==> src/rtl/systolic_pkg.sv <==
// Shared definitions for the systolic array sequencer, the array and its bench.
// Latency: n/a (types, constants and pure helper functions only).
// Backpressure: n/a.
package systolic_pkg;

    localparam int MAX_SIZE = 32;                       // largest square dimension N
    localparam int SEL_BITS = 3;                        // size code width (array XYZ port)
    localparam int IDX_BITS = $clog2(MAX_SIZE);         // operand read-index width
    localparam int CNT_BITS = $clog2(2*MAX_SIZE) + 1;   // phase counter width
    localparam int I_BITS   = 8;                        // array operand width
    localparam int O_BITS   = 32;                       // array accumulator width

    typedef enum logic [2:0] {
        ST_IDLE  = 3'd0,
        ST_CLEAR = 3'd1,
        ST_FEED  = 3'd2,
        ST_DRAIN = 3'd3,
        ST_DONE  = 3'd4
    } state_t;

    // N = 2^(sel+1), built in the counter width so 2N still fits.
    function automatic logic [CNT_BITS-1:0] size_from_sel(input logic [SEL_BITS-1:0] sel);
        logic [CNT_BITS-1:0] one;
        one = {{(CNT_BITS-1){1'b0}}, 1'b1};
        return one << (int'(sel) + 1);
    endfunction

    // Legal codes give N = 4 .. MAX_SIZE.
    function automatic logic sel_is_legal(input logic [SEL_BITS-1:0] sel);
        return (int'(sel) >= 1) && (int'(sel) <= $clog2(MAX_SIZE) - 1);
    endfunction

endpackage

==> src/rtl/systolic_job_sequencer.sv <==
// Sequences one matrix-multiply job: clear, N operand feed cycles, 2N-1 drain cycles, done pulse.
// Latency: o_done is high 3N+1 edges after the accepted start edge, +1 per feed stall cycle.
// Backpressure: i_feed_ready low during FEED stalls the feed (valid low, index held); no timeout.
//
// Ports:
//   i_clock, i_reset (async, active-low)
//   i_start, i_size_sel, i_abort      host request / size code / cancel
//   i_feed_ready                      operand buffers hold data for the current index
//   o_busy                            job in progress
//   o_sa_clear, o_sa_valid, o_sa_xyz  array clear / advance / latched size code
//   o_zero_ops                        force array operands to zero while draining
//   o_rd_en, o_rd_idx                 operand buffer pop strobe and index
//   o_done, o_err                     result-valid pulse / illegal size code pulse
module systolic_job_sequencer #(
    parameter int MAX_SIZE = systolic_pkg::MAX_SIZE,
    parameter int SEL_BITS = systolic_pkg::SEL_BITS,
    parameter int IDX_BITS = $clog2(MAX_SIZE),
    parameter int CNT_BITS = $clog2(2*MAX_SIZE) + 1
) (
    input  logic                i_clock,
    input  logic                i_reset,
    input  logic                i_start,
    input  logic [SEL_BITS-1:0] i_size_sel,
    input  logic                i_abort,
    input  logic                i_feed_ready,
    output logic                o_busy,
    output logic                o_sa_clear,
    output logic                o_sa_valid,
    output logic [SEL_BITS-1:0] o_sa_xyz,
    output logic                o_zero_ops,
    output logic                o_rd_en,
    output logic [IDX_BITS-1:0] o_rd_idx,
    output logic                o_done,
    output logic                o_err
);
    import systolic_pkg::*;

    // An instance built for a smaller array also rejects codes above its own size.
    localparam int MAX_SEL = $clog2(MAX_SIZE) - 1;

    state_t              state_q;
    logic [CNT_BITS-1:0] cnt_q;
    logic [IDX_BITS-1:0] idx_q;      // next operand index to pop
    logic                busy_q;
    logic                clear_q;
    logic                valid_q;
    logic                zero_q;
    logic                rd_en_q;
    logic [IDX_BITS-1:0] rd_idx_q;
    logic                done_q;
    logic                err_q;
    logic [SEL_BITS-1:0] xyz_q;

    logic [CNT_BITS-1:0] n_size_d;
    logic [CNT_BITS-1:0] feed_reload_d;
    logic [CNT_BITS-1:0] drain_reload_d;
    logic                start_d;
    logic                sel_ok_d;

    always_comb begin
        n_size_d       = size_from_sel(xyz_q);
        feed_reload_d  = n_size_d - CNT_BITS'(1);
        drain_reload_d = (n_size_d << 1) - CNT_BITS'(2);
        // o_busy stays high through the done pulse, so a start in that cycle is dropped.
        start_d        = i_start && !busy_q;
        sel_ok_d       = sel_is_legal(i_size_sel) && (int'(i_size_sel) <= MAX_SEL);
    end

    // Outputs are registered from the state being left, so they trail the state by one edge.
    always_ff @(posedge i_clock or negedge i_reset) begin
        if (!i_reset) begin
            state_q  <= ST_IDLE;
            cnt_q    <= '0;
            idx_q    <= '0;
            busy_q   <= 1'b0;
            clear_q  <= 1'b0;
            valid_q  <= 1'b0;
            zero_q   <= 1'b0;
            rd_en_q  <= 1'b0;
            rd_idx_q <= '0;
            done_q   <= 1'b0;
            err_q    <= 1'b0;
            xyz_q    <= '0;
        end else begin
            busy_q   <= 1'b0;
            clear_q  <= 1'b0;
            valid_q  <= 1'b0;
            zero_q   <= 1'b0;
            rd_en_q  <= 1'b0;
            rd_idx_q <= '0;
            done_q   <= 1'b0;
            err_q    <= 1'b0;

            if (state_q != ST_IDLE && i_abort) begin
                // Abort beats everything, including a pending done and a start in the same cycle.
                state_q <= ST_IDLE;
                cnt_q   <= '0;
                idx_q   <= '0;
            end else begin
                case (state_q)
                    ST_IDLE: begin
                        if (start_d) begin
                            if (sel_ok_d) begin
                                xyz_q   <= i_size_sel;
                                busy_q  <= 1'b1;
                                state_q <= ST_CLEAR;
                            end else begin
                                err_q <= 1'b1;
                            end
                        end
                    end
                    ST_CLEAR: begin
                        busy_q  <= 1'b1;
                        clear_q <= 1'b1;
                        idx_q   <= '0;
                        cnt_q   <= feed_reload_d;
                        state_q <= ST_FEED;
                    end
                    ST_FEED: begin
                        busy_q   <= 1'b1;
                        rd_en_q  <= i_feed_ready;
                        valid_q  <= i_feed_ready;
                        rd_idx_q <= idx_q;
                        if (i_feed_ready) begin
                            if (cnt_q == '0) begin
                                idx_q   <= '0;
                                cnt_q   <= drain_reload_d;
                                state_q <= ST_DRAIN;
                            end else begin
                                idx_q <= idx_q + IDX_BITS'(1);
                                cnt_q <= cnt_q - CNT_BITS'(1);
                            end
                        end
                    end
                    ST_DRAIN: begin
                        busy_q  <= 1'b1;
                        valid_q <= 1'b1;
                        zero_q  <= 1'b1;
                        if (cnt_q == '0) begin
                            state_q <= ST_DONE;
                        end else begin
                            cnt_q <= cnt_q - CNT_BITS'(1);
                        end
                    end
                    ST_DONE: begin
                        busy_q  <= 1'b1;
                        done_q  <= 1'b1;
                        state_q <= ST_IDLE;
                    end
                    default: begin
                        state_q <= ST_IDLE;
                    end
                endcase
            end
        end
    end

    assign o_busy     = busy_q;
    assign o_sa_clear = clear_q;
    assign o_sa_valid = valid_q;
    assign o_sa_xyz   = xyz_q;
    assign o_zero_ops = zero_q;
    assign o_rd_en    = rd_en_q;
    assign o_rd_idx   = rd_idx_q;
    assign o_done     = done_q;
    assign o_err      = err_q;

endmodule

==> config.mk <==
export PLATFORM = sky130hd
export DESIGN_NAME = systolic_job_sequencer
export DESIGN_NICKNAME = d
export VERILOG_FILES = /design/src/rtl/systolic_pkg.sv /design/src/rtl/systolic_job_sequencer.sv
export SDC_FILE = /design/constraint.sdc
export NUM_CORES = 1
export LEC_CHECK = 0
export CAP_MARGIN = 25
export CELL_PAD_IN_SITES_DETAIL_PLACEMENT = 1
export CELL_PAD_IN_SITES_GLOBAL_PLACEMENT = 1
export CORE_UTILIZATION = 30
export DETAILED_ROUTE_END_ITERATION = 7
export MAX_ROUTING_LAYER = met4
export PLACE_DENSITY = 0.72
export SLEW_MARGIN = 10
export SYNTH_ARGS = -nofsm -noshare
export SYNTH_HDL_FRONTEND = slang
export SYNTH_SLANG_ARGS = --single-unit
==> constraint.sdc <==
create_clock -name i_clock -period 1.9 [get_ports i_clock]
set_clock_uncertainty 0.1 [all_clocks]
set_input_delay 0.285 -clock i_clock [delete_from_list [all_inputs] [get_ports i_clock]]
set_output_delay 0.285 -clock i_clock [all_outputs]
set_load 0.01 [all_outputs]
==> out/metrics.yaml, run 1 <==
status:
  status: "finished with violations"
  violations: "negative setup slack"
detailed_routing:
  drtIter0Drc: 69
  drt-total-wl_um: 5280
  via_per_inst: 5.31
  wl_per_cell_um: 16.8
  vias: 1674
  drc: 0
  postRouteAntennaNets: 0
  drt_pass1_iterations: 4
clocking:
  cts_hold_buf: 0
  cts_num_sinks: 30
  cts_buffer_depth: 2
  clk_pin_slew_ps: 70
  htree_levels: 2
  clkLatencyLatePin_ps: 290
  tritoncts: "built"
  clockRootBuffer: "clkbuf_8"
  cts_buffers: 5
timing:
  setup_ws_ps: -156
  grt_setup_unrepaired: "yes"
  finalCritPeriodShare_pct: 108
  setup_violations: 10
  finalHoldViolCount: 0
  fin_crit_ps: 2060
  drv_slew: 0
  clock.fmax_mhz: 486
yosys:
  synth_compound_area_share_pct: 23.7
  synth_edf_count: 0
  ys_async_sr_fraction_pct: 100
  yosysUniqueCellTypes: 54
  synth.most_common_cell: "dfrtp_1"
  muxShareOfSynthArea_pct: 2.50
  synthesis.nets: 190
  yosysTopAreaCellShare_pct: 42.8
  synth-seq-cells: 30
  syn-cell-area_um2: 1750
  synth_fa_ha_area_share_pct: 2.14
  synth_simple_gate_area_share_pct: 22.9
  ys_top_cells_by_count: "dfrtp_1 (30), nor2_1 (13), nor3_1 (11), o21ai_0 (10)"
  synth_top_family_by_area: "compound AO/OA/AOI/OAI gates"
  synth_flop_cell: "dfrtp_1"
  synth_cells: 179
  yosysWarnings: 0
  synth-xor-area-share_pct: 0.999
  synth_top_area_cell: "dfrtp_1"
  ys_seq_area_share_pct: 42.8
  avgSynthCellArea_um2: 9.79
  synth_area_leaders: "dfrtp_1 (43%), nor3_1 (3.1%), and2_1 (2.9%), o21ai_0 (2.9%), nor2_1 (2.8%)"
global_routing:
  overflow: 0
  grt_pass1_vias: 1677
  grt_max_degree: 31
  grt_use_total_pct: 18.3
  grt_pass1_wl_um: 8380
  antenna_found_initial: 0
worst_setup_path:
  worstPathCellList: "inv_1 > ha_2 > or4b_4 > buf_4 > o21ai_2 > o221ai_1 > a32o_1"
  worstSetupStartpoint: "cnt_q[1]"
  cp.arrival_ps: 2140
  crit_type: "flip-flop to flip-flop"
  slowest_delay_ps: 540
  slowest_stage: "or4b_4"
  critical_path.max_fanout: 7
  rr_startpoint: "cnt_q[1]"
  cp.required_ps: 1980
  r2r_end: "idx_q[2]"
  cp-end-kind: "flip-flop"
  worstRegToRegCells: 7
  startpoint_type: "flip-flop"
  r2r_setup_slack_ps: -160
layout:
  areaGrowthSynthToFinish_pct: 44.0
  fin_util_pct: 45.3
  layout.nets: 253
  n_antenna_cell: 0
  drive_above_1_share_pct: 32.9
  fillers: 620
  layout.area.seq_um2: 751
  multi_input_area_um2: 1000
die:
  io_pins: 23
  start_util_pct: 31.4
  fp.dieW_um: 78.4
  coreArea_um2: 5570
  die-area_um2: 6150
  chipHeight_um: 78.4
  rows: 27
worst_hold_path:
  min_path_type: "primary input to asynchronous set/reset pin"
power_and_ir_drop:
  p_leak_uw: 0.00110
  power-per-cell-area_nw_per_um2: 1490
  peakVddDrop_mv: 0.559
  total_power_uw: 3770
placement:
  dp_hpwl_um: 3700
  gp_congestion: 0.838
  io_buffers: 22
flow_run:
  drv_cap: 0
what timing repair did:
action	in CTS	in global routing
gates resized for setup	14	9
pin swaps	5	4
endpoints found under the setup margin	11	15
setup buffers	2	4
registers in the layout, summed over array words and instances, names as in the netlist, 3 cells and up:
name	flops
o_rd_idx	5
o_sa_xyz	3
cnt_q	7
idx_q	5
state_q	3
through the flow:
stage          cell area, um2  std cells  setup slack, ps  hold WS, ps  TNS (ps)
4_1_cts                  2490        313             -135          299      -604
3_5_place_dp             2320        303             -157          430     -1370
2_1_floorplan            1760        179            -67.9         -111      -132
5_1_grt                  2520        315             -230          313     -1880
3_3_place_gp             2320        303            -99.6          423      -598
6_report                 2520        315             -156          284     -1030
final cells by class:
| class | instances | share of cell area, % |
|---|---|---|
| clock buffer | 6 | 3.27 |
| clock inverter | 2 | 0.496 |
| inverter | 8 | 1.19 |
| multi-input combinational | 130 | 39.6 |
| sequential | 30 | 29.7 |
| tap | 72 | 3.57 |
| timing repair buffer | 67 | 22.1 |
layer usage:
metal  up-vias  global-route usage (%)  wire length [um]
met3         9                    3.49               168
met4         0                    6.11               102
met1       848                    21.3              2290
li1        790                       -                 -
met2        27                    31.8              2720
met5         -                       -                 0
worst max-delay path: cells and delay by family (launching register included):
kind	cells	cell delay [ps]
buffers and inverters	2	230
adder cells (fa/ha/maj)	1	180
AND/OR/NAND/NOR	1	540
flip-flops	1	380
AO/OA/AOI/OAI	3	510
worst max-delay path by stage:
| stage | end | cells past startpoint |
|---|---|---|
| final | idx_q[2] | 7 |
| after global routing | cnt_q[6] | 7 |
| after floorplan | cnt_q[3] | 7 |
| after CTS | cnt_q[3] | 7 |
| after global placement | cnt_q[3] | 5 |
| after detailed placement | cnt_q[5] | 8 |
report_power, final:
part / switching (uW) / internal [uW]
Combinational: 1140 / 1170
Clock: 253 / 291
Sequential: 132 / 785
Total: 1530 / 2240
logic make-up (layout without fill, tap and decap cells):
logic type,Yosys count,count (layout)
compound gates,54,54
xor+xnor,2,2
fa+ha+maj,3,3
buf+inv,19,83
flops,30,30
mux,4,4
other cells,1,1
simple gates,66,66
layout by cell type, fill, tap and decap left out, types with 3 or more instances in the layout:
cell type	count
nand2b_1	5
a21oi_1	5
nand2_1	7
mux2_2	3
dfrtp_1	30
nor3_1	11
clkbuf_8	6
and3_1	3
a211oi_1	3
o21ai_1	3
inv_1	7
o21a_1	4
clkdlybuf4s50_1	22
o221ai_1	3
nor2_1	13
o21ai_0	6
buf_4	45
and2_1	8
Power figures use the tool's default switching activity.
==> run 2: changes to the inputs <==
--- a/config.mk
+++ b/config.mk
@@ -5,13 +5,15 @@
 export SDC_FILE = /design/constraint.sdc
 export NUM_CORES = 1
 export LEC_CHECK = 0
+export ABC_AREA = 1
 export CAP_MARGIN = 25
 export CELL_PAD_IN_SITES_DETAIL_PLACEMENT = 1
 export CELL_PAD_IN_SITES_GLOBAL_PLACEMENT = 1
 export CORE_UTILIZATION = 30
+export CTS_BUF_LIST = sky130_fd_sc_hd__clkbuf_8 sky130_fd_sc_hd__clkbuf_16
 export DETAILED_ROUTE_END_ITERATION = 7
 export MAX_ROUTING_LAYER = met4
-export PLACE_DENSITY = 0.72
+export PLACE_DENSITY = 0.74
 export SLEW_MARGIN = 10
 export SYNTH_ARGS = -nofsm -noshare
 export SYNTH_HDL_FRONTEND = slang
==> out/metrics.yaml, run 2 <==
status:
  status: "completed"  # was finished with violations
global_routing:
  grt_use_total_pct: 17.4  # was 18.3%
  grt_max_degree: 31  # unchanged
  antenna_found_initial: 0  # unchanged
  grt_pass1_wl_um: 8140  # was 8380 um
  grt_pass1_vias: 1715  # was 1677
  overflow: 0  # unchanged
yosys:
  synth_top_area_cell: "dfrtp_1"  # unchanged
  synth.most_common_cell: "nand2_1"  # was dfrtp_1
  synth-xor-area-share_pct: 2.93  # was 0.999%
  synth_fa_ha_area_share_pct: 2.09  # was 2.14%
  synth_flop_cell: "dfrtp_1"  # unchanged
  muxShareOfSynthArea_pct: 0  # was 2.50%
  synth_top_family_by_area: "simple AND/OR/NAND/NOR gates"  # was compound AO/OA/AOI/OAI gates
  synthesis.nets: 249  # was 190
  ys_seq_area_share_pct: 41.8  # was 42.8%
  ys_async_sr_fraction_pct: 100  # unchanged
  yosysUniqueCellTypes: 26  # was 54
  synth_area_leaders: "dfrtp_1 (42%), nand2_1 (15%), nor2_1 (5.6%), nand3_1 (5.3%), inv_1 (5.0%)"  # was dfrtp_1 (43%), nor3_1 (3.1%), and2_1 (2.9%), o21ai_0 (2.9%), nor2_1 (2.8%)
  synth_cells: 238  # was 179
  yosysWarnings: 0  # unchanged
  avgSynthCellArea_um2: 7.54  # was 9.79 um2
  syn-cell-area_um2: 1800  # was 1750 um2
  synth_edf_count: 0  # unchanged
  synth-seq-cells: 30  # unchanged
  yosysTopAreaCellShare_pct: 41.8  # was 42.8%
  ys_top_cells_by_count: "nand2_1 (71), dfrtp_1 (30), nor2_1 (27), inv_1 (24), nand3_1 (19)"  # was dfrtp_1 (30), nor2_1 (13), nor3_1 (11), o21ai_0 (10)
  synth_simple_gate_area_share_pct: 36.9  # was 22.9%
  synth_compound_area_share_pct: 8.36  # was 23.7%
layout:
  top_register: "cnt_q"  # unchanged
  fillers: 691  # was 620
  final_common_cell: "nand2_1"  # was buf_4
  layout.nets: 287  # was 253
  n_antenna_cell: 0  # unchanged
  multi_input_area_um2: 913  # was 1000 um2
  fin_cells: 347  # was 315
  drive_above_1_share_pct: 15.6  # was 32.9%
  mostFrequentLayoutCells: "nand2_1 (71), dfrtp_1 (29), nor2_1 (27)"  # was buf_4 (45), dfrtp_1 (30), clkdlybuf4s50_1 (22)
  areaGrowthSynthToFinish_pct: 25.7  # was 44.0%
  layout.area.seq_um2: 752  # was 751 um2
  largest_reg_flops: 7  # unchanged
clocking:
  tritoncts: "built"  # unchanged
  htree_levels: 2  # unchanged
  clkLatencyLatePin_ps: 280  # was 290 ps
  cts_num_sinks: 30  # unchanged
  clockRootBuffer: "clkbuf_8"  # unchanged
  cts_hold_buf: 0  # unchanged
  cts_buffers: 5  # unchanged
  clk_pin_slew_ps: 60  # was 70 ps
  cts_buffer_depth: 2  # unchanged
detailed_routing:
  drc: 0  # unchanged
  drt-total-wl_um: 4700  # was 5280 um
  drt_pass1_iterations: 4  # unchanged
  wl_per_cell_um: 13.5  # was 16.8 um
  postRouteAntennaNets: 0  # unchanged
  via_per_inst: 4.73  # was 5.31
  vias: 1642  # was 1674
  drtIter0Drc: 41  # was 69
worst_setup_path:
  crit_type: "flip-flop to flip-flop"  # unchanged
  startpoint_type: "flip-flop"  # unchanged
  cp.required_ps: 2020  # was 1980 ps
  slowest_delay_ps: 450  # was 540 ps
  critical_path.max_fanout: 6  # was 7
  worstPathCellList: "inv_2 > nand3_1 > ha_2 > inv_1 > nand2_1 > nor2_1 > inv_1 > nand3_1 > nand2_1 > a21oi_1 > nand2_1 > nand2_1"  # was inv_1 > ha_2 > or4b_4 > buf_4 > o21ai_2 > o221ai_1 > a32o_1
  cp-end-kind: "flip-flop"  # unchanged
  worstRegToRegCells: 12  # was 7
  slowest_stage: "dfrtp_2"  # was or4b_4
  cp.arrival_ps: 1840  # was 2140 ps
  critPathMostFrequentCell: "nand2_1"
placement:
  dp_hpwl_um: 3670  # was 3700 um
  gp_congestion: 0.758  # was 0.838
  placed_cells: 340  # was 303
  io_buffers: 22  # unchanged
power_and_ir_drop:
  total_power_uw: 3310  # was 3770 uW
  peakVddDrop_mv: 0.759  # was 0.559 mV
  power-per-cell-area_nw_per_um2: 1470  # was 1490 nW/um2
  p_leak_uw: 0.00115  # was 0.00110 uW
timing:
  drv_slew: 0  # unchanged
  fin_crit_ps: 1720  # was 2060 ps
  grt_setup_unrepaired: "no"  # was yes
  clock.fmax_mhz: 582  # was 486 MHz
  setup_violations: 0  # was 10
  finalHoldViolCount: 0  # unchanged
  finalCritPeriodShare_pct: 90.4  # was 108%
  setup_tns_ps: 0  # was -1030 ps
die:
  coreArea_um2: 5640  # was 5570 um2
  io_pins: 23  # unchanged
  fp.dieW_um: 79.4  # was 78.4 um
  die-area_um2: 6300  # was 6150 um2
  start_util_pct: 31.8  # was 31.4%
  chipHeight_um: 79.4  # was 78.4 um
  rows: 27  # unchanged
worst_hold_path:
  min_path_type: "primary input to asynchronous set/reset pin"  # unchanged
flow_run:
  drv_cap: 0  # unchanged
-- run 2: cell types whose count changed after synthesis, sizes merged, moves of 7 or more --
cell / before / now
nor2: 13 / 33
nand2: 7 / 75
clkbuf: 7 / 0
inv: 8 / 29
nand3: 2 / 23
and2: 8 / 0
nor3: 13 / 3
-- run 2: timing repair --
action,in CTS,in global routing
setup buffers,0,1
endpoints found under the setup margin,0,4
gates resized for setup,0,5
-- run 2: where the power goes --
group	leakage (uW)	switching, uW	internal, uW	total (uW)
logic	0.000709	1140	688	1830
registers	0.000394	167	806	973
clock network	0.0000431	229	279	507
-- run 2: area by class of cell --
| class | instances | share of cell area (%) |
|---|---|---|
| Sequential cell | 30 | 33.3 |
| Inverter | 29 | 4.82 |
| Clock buffer | 6 | 3.66 |
| Timing Repair Buffer | 34 | 13.7 |
| Tap cell | 72 | 3.99 |
| Multi-Input combinational cell | 176 | 40.5 |
-- run 2: final timing paths --
path / startpoint / end / slack [ps]
max: o_sa_xyz[1] / cnt_q[4] / 180
min: i_reset / cnt_q[6] / 300
max reg2reg: o_sa_xyz[1] / cnt_q[4] / 180
min reg2reg: cnt_q[0] / cnt_q[0] / 410
max in group asynchronous: i_reset / o_sa_xyz[1] / 1090
min in group i_clock: cnt_q[0] / cnt_q[0] / 410
-- run 2: cells by family after synthesis --
| group | after synthesis |
|---|---|
| DFF | 30 |
| other | 1 |
| buffers and inverters | 32 |
| xor gates and xnor gates | 6 |
| AOI/OAI and AO/OA | 27 |
| and+or+nand+nor | 139 |
| adders and majority gates | 3 |
-- run 2: critical path: cells and delay by family, from the launching register on --
kind,cells,cell delay (ps)
and+or+nand+nor,7,520
AOI/OAI and AO/OA,1,120
adders and majority gates,1,210
buffers and inverters,3,240
DFF,1,450
-- run 2: per-stage QoR --
stage / utilization [%] / setup slack (ps) / area (um2) / hold WS [ps]
final: 40.0 / 182 / 2260 / 301
after global routing: 40.0 / 9.24 / 2260 / 327
after CTS: 39.7 / 47.4 / 2240 / 311
after detailed placement: 38.3 / 59.4 / 2160 / 394
after global placement: 38.3 / 105 / 2160 / 381
after floorplan: - / 235 / 1800 / -111
-- run 2: per-layer routing --
layer	track usage, %	routed length (um)
met5	-	0
met4	6.55	93
met3	2.76	81
met2	29.1	2370
met1	21.0	2150
==> run 3: changes to the inputs <==
--- a/config.mk
+++ b/config.mk
@@ -9,11 +9,11 @@
 export CAP_MARGIN = 25
 export CELL_PAD_IN_SITES_DETAIL_PLACEMENT = 1
 export CELL_PAD_IN_SITES_GLOBAL_PLACEMENT = 1
-export CORE_UTILIZATION = 30
+export CORE_UTILIZATION = 36
 export CTS_BUF_LIST = sky130_fd_sc_hd__clkbuf_8 sky130_fd_sc_hd__clkbuf_16
 export DETAILED_ROUTE_END_ITERATION = 7
 export MAX_ROUTING_LAYER = met4
-export PLACE_DENSITY = 0.74
+export PLACE_DENSITY = 0.85
 export SLEW_MARGIN = 10
 export SYNTH_ARGS = -nofsm -noshare
 export SYNTH_HDL_FRONTEND = slang
==> out/metrics.yaml, run 3 (synthesized netlist as in run 2, its figures left out) <==
timing:
  clock.fmax_mhz: 578  # was 582 MHz
  setup_violations: 0  # unchanged
  grt_setup_unrepaired: "no"  # unchanged
  fin_hold_ws_ps: 289  # was 301 ps
  setup_tns_ps: 0  # unchanged
  drv_slew: 0  # unchanged
  finalHoldViolCount: 0  # unchanged
  finalCritPeriodShare_pct: 91.0  # was 90.4%
  fin_crit_ps: 1730  # was 1720 ps
global_routing:
  overflow: 0  # unchanged
  met1_usage_pct: 24.1  # was 21.0%
  use_met2_pct: 34.3  # was 29.1%
  grt_use_total_pct: 20.2  # was 17.4%
  grt_pass1_wl_um: 7880  # was 8140 um
  grt_pass1_vias: 1751  # was 1715
  top_usage_layer: "met2"  # unchanged
  antenna_found_initial: 0  # unchanged
  grt_max_degree: 31  # unchanged
  use_met3_pct: 3.31  # was 2.76%
detailed_routing:
  postRouteAntennaNets: 0  # unchanged
  wl_per_cell_um: 13.4  # was 13.5 um
  via_per_inst: 4.87  # was 4.73
  drt-total-wl_um: 4600  # was 4700 um
  drt_pass1_iterations: 4  # unchanged
  drtIter0Drc: 85  # was 41
  vias: 1674  # was 1642
  drc: 0  # unchanged
die:
  fp.dieW_um: 72.6  # was 79.4 um
  start_util_pct: 37.8  # was 31.8%
  coreArea_um2: 4750  # was 5640 um2
  chipHeight_um: 72.6  # was 79.4 um
  io_pins: 23  # unchanged
  rows: 25  # was 27
  die-area_um2: 5270  # was 6300 um2
worst_setup_path:
  cp.required_ps: 1980  # was 2020 ps
  r2r_end: "cnt_q[5]"  # was cnt_q[4]
  cp.arrival_ps: 1810  # was 1840 ps
  critical_path.max_fanout: 8  # was 6
  startpoint_type: "flip-flop"  # unchanged
  r2r_setup_slack_ps: 170  # was 180 ps
  crit_type: "flip-flop to flip-flop"  # unchanged
  worstRegToRegCells: 9  # was 12
  cp-end-kind: "flip-flop"  # unchanged
  rr_startpoint: "cnt_q[0]"  # was o_sa_xyz[1]
placement:
  placed_cell_area_um2: 2140  # was 2160 um2
  io_buffers: 22  # unchanged
  dp_hpwl_um: 3520  # was 3670 um
  gp_congestion: 0.876  # was 0.758
layout:
  layout.nets: 287  # unchanged
  fillers: 611  # was 691
  drive_above_1_share_pct: 16.6  # was 15.6%
  fin_util_pct: 47.7  # was 40.0%
  mostFrequentLayoutCells: "nand2_1 (71), dfrtp_1 (29), nor2_1 (24)"  # was nand2_1 (71), dfrtp_1 (29), nor2_1 (27)
  top_register: "cnt_q"  # unchanged
  areaGrowthSynthToFinish_pct: 26.2  # was 25.7%
  largest_reg_flops: 7  # unchanged
  final_area_um2: 2270  # was 2260 um2
  n_antenna_cell: 0  # unchanged
  final_common_cell: "nand2_1"  # unchanged
clocking:
  tritoncts: "built"  # unchanged
  cts_buffer_depth: 2  # unchanged
  clkLatencyLatePin_ps: 290  # was 280 ps
  cts_num_sinks: 30  # unchanged
  cts_buffers: 5  # unchanged
  cts_hold_buf: 0  # unchanged
  clk_pin_slew_ps: 70  # was 60 ps
  clockRootBuffer: "clkbuf_8"  # unchanged
  htree_levels: 2  # unchanged
worst_hold_path:
  min_path_type: "primary input to asynchronous set/reset pin"  # unchanged
flow_run:
  drv_cap: 0  # unchanged
status:
  status: "completed"  # unchanged
power_and_ir_drop:
  power-per-cell-area_nw_per_um2: 1470  # about the same
  peakVddDrop_mv: 0.815  # was 0.759 mV
  total_power_uw: 3340  # was 3310 uW
  p_leak_uw: 0.00115  # about the same
==> run 3: worst max-delay path by stage <==
stage / start / depth (start not counted) / slack (ps) / to
after floorplan: o_sa_xyz[2] / 12 / 230 / cnt_q[4]
after global placement: o_sa_xyz[0] / 12 / 110 / cnt_q[4]
after detailed placement: o_sa_xyz[0] / 12 / 110 / cnt_q[5]
after CTS: o_sa_xyz[0] / 12 / 70 / cnt_q[5]
after global routing: cnt_q[1] / 9 / 20 / idx_q[0]
final: cnt_q[0] / 9 / 170 / cnt_q[5]
==> run 3: worst max-delay path, cell delays in order, from the launching register on <==
cell	delay, ps
dfrtp_1	380
inv_1	80
ha_1	210
nand3_1	190
nor2_4	240
nand2_4	90
nand3_4	150
nor2_4	60
nand2_1	70
nand2_1	50
==> run 3: final cells by class <==
cell class / instances / area [um2] / area share (%)
clock buffers: 6 / 82.6 / 3.64
multi-input cells: 176 / 916 / 40.4
well taps: 67 / 83.8 / 3.70
inverters: 29 / 109 / 4.80
repair buffers: 34 / 310 / 13.7
clock inverters: 2 / 12.5 / 0.552
flip-flops and latches: 30 / 752 / 33.2
==> run 3: what timing repair did <==
action                     in CTS  in global routing
gates resized for setup         0                  6
setup buffers                   0                  3
setup endpoints to repair       0                  5
==> run 3: stage by stage <==
step,cells,setup slack (ps)
3_3_place_gp,333,114
2_1_floorplan,238,235
5_1_grt,344,16.4
3_5_place_dp,333,106
6_report,344,171
4_1_cts,341,72.0
==> run 3: layer usage <==
metal | wire length, um | share of wire [%] | up-vias
met3 | 61 | 1.3 | 7
met5 | 0 | 0 | -
met1 | 2090 | 46 | 829
li1 | - | - | 827
met2 | 2360 | 51 | 11
met4 | 78 | 1.7 | 0
==> run 3: report_power, final <==
group / internal [uW] / total (uW) / switching, uW
logic: 687 / 1840 / 1150
registers: 806 / 962 / 156
clock network: 291 / 545 / 254
total: 1780 / 3340 / 1560
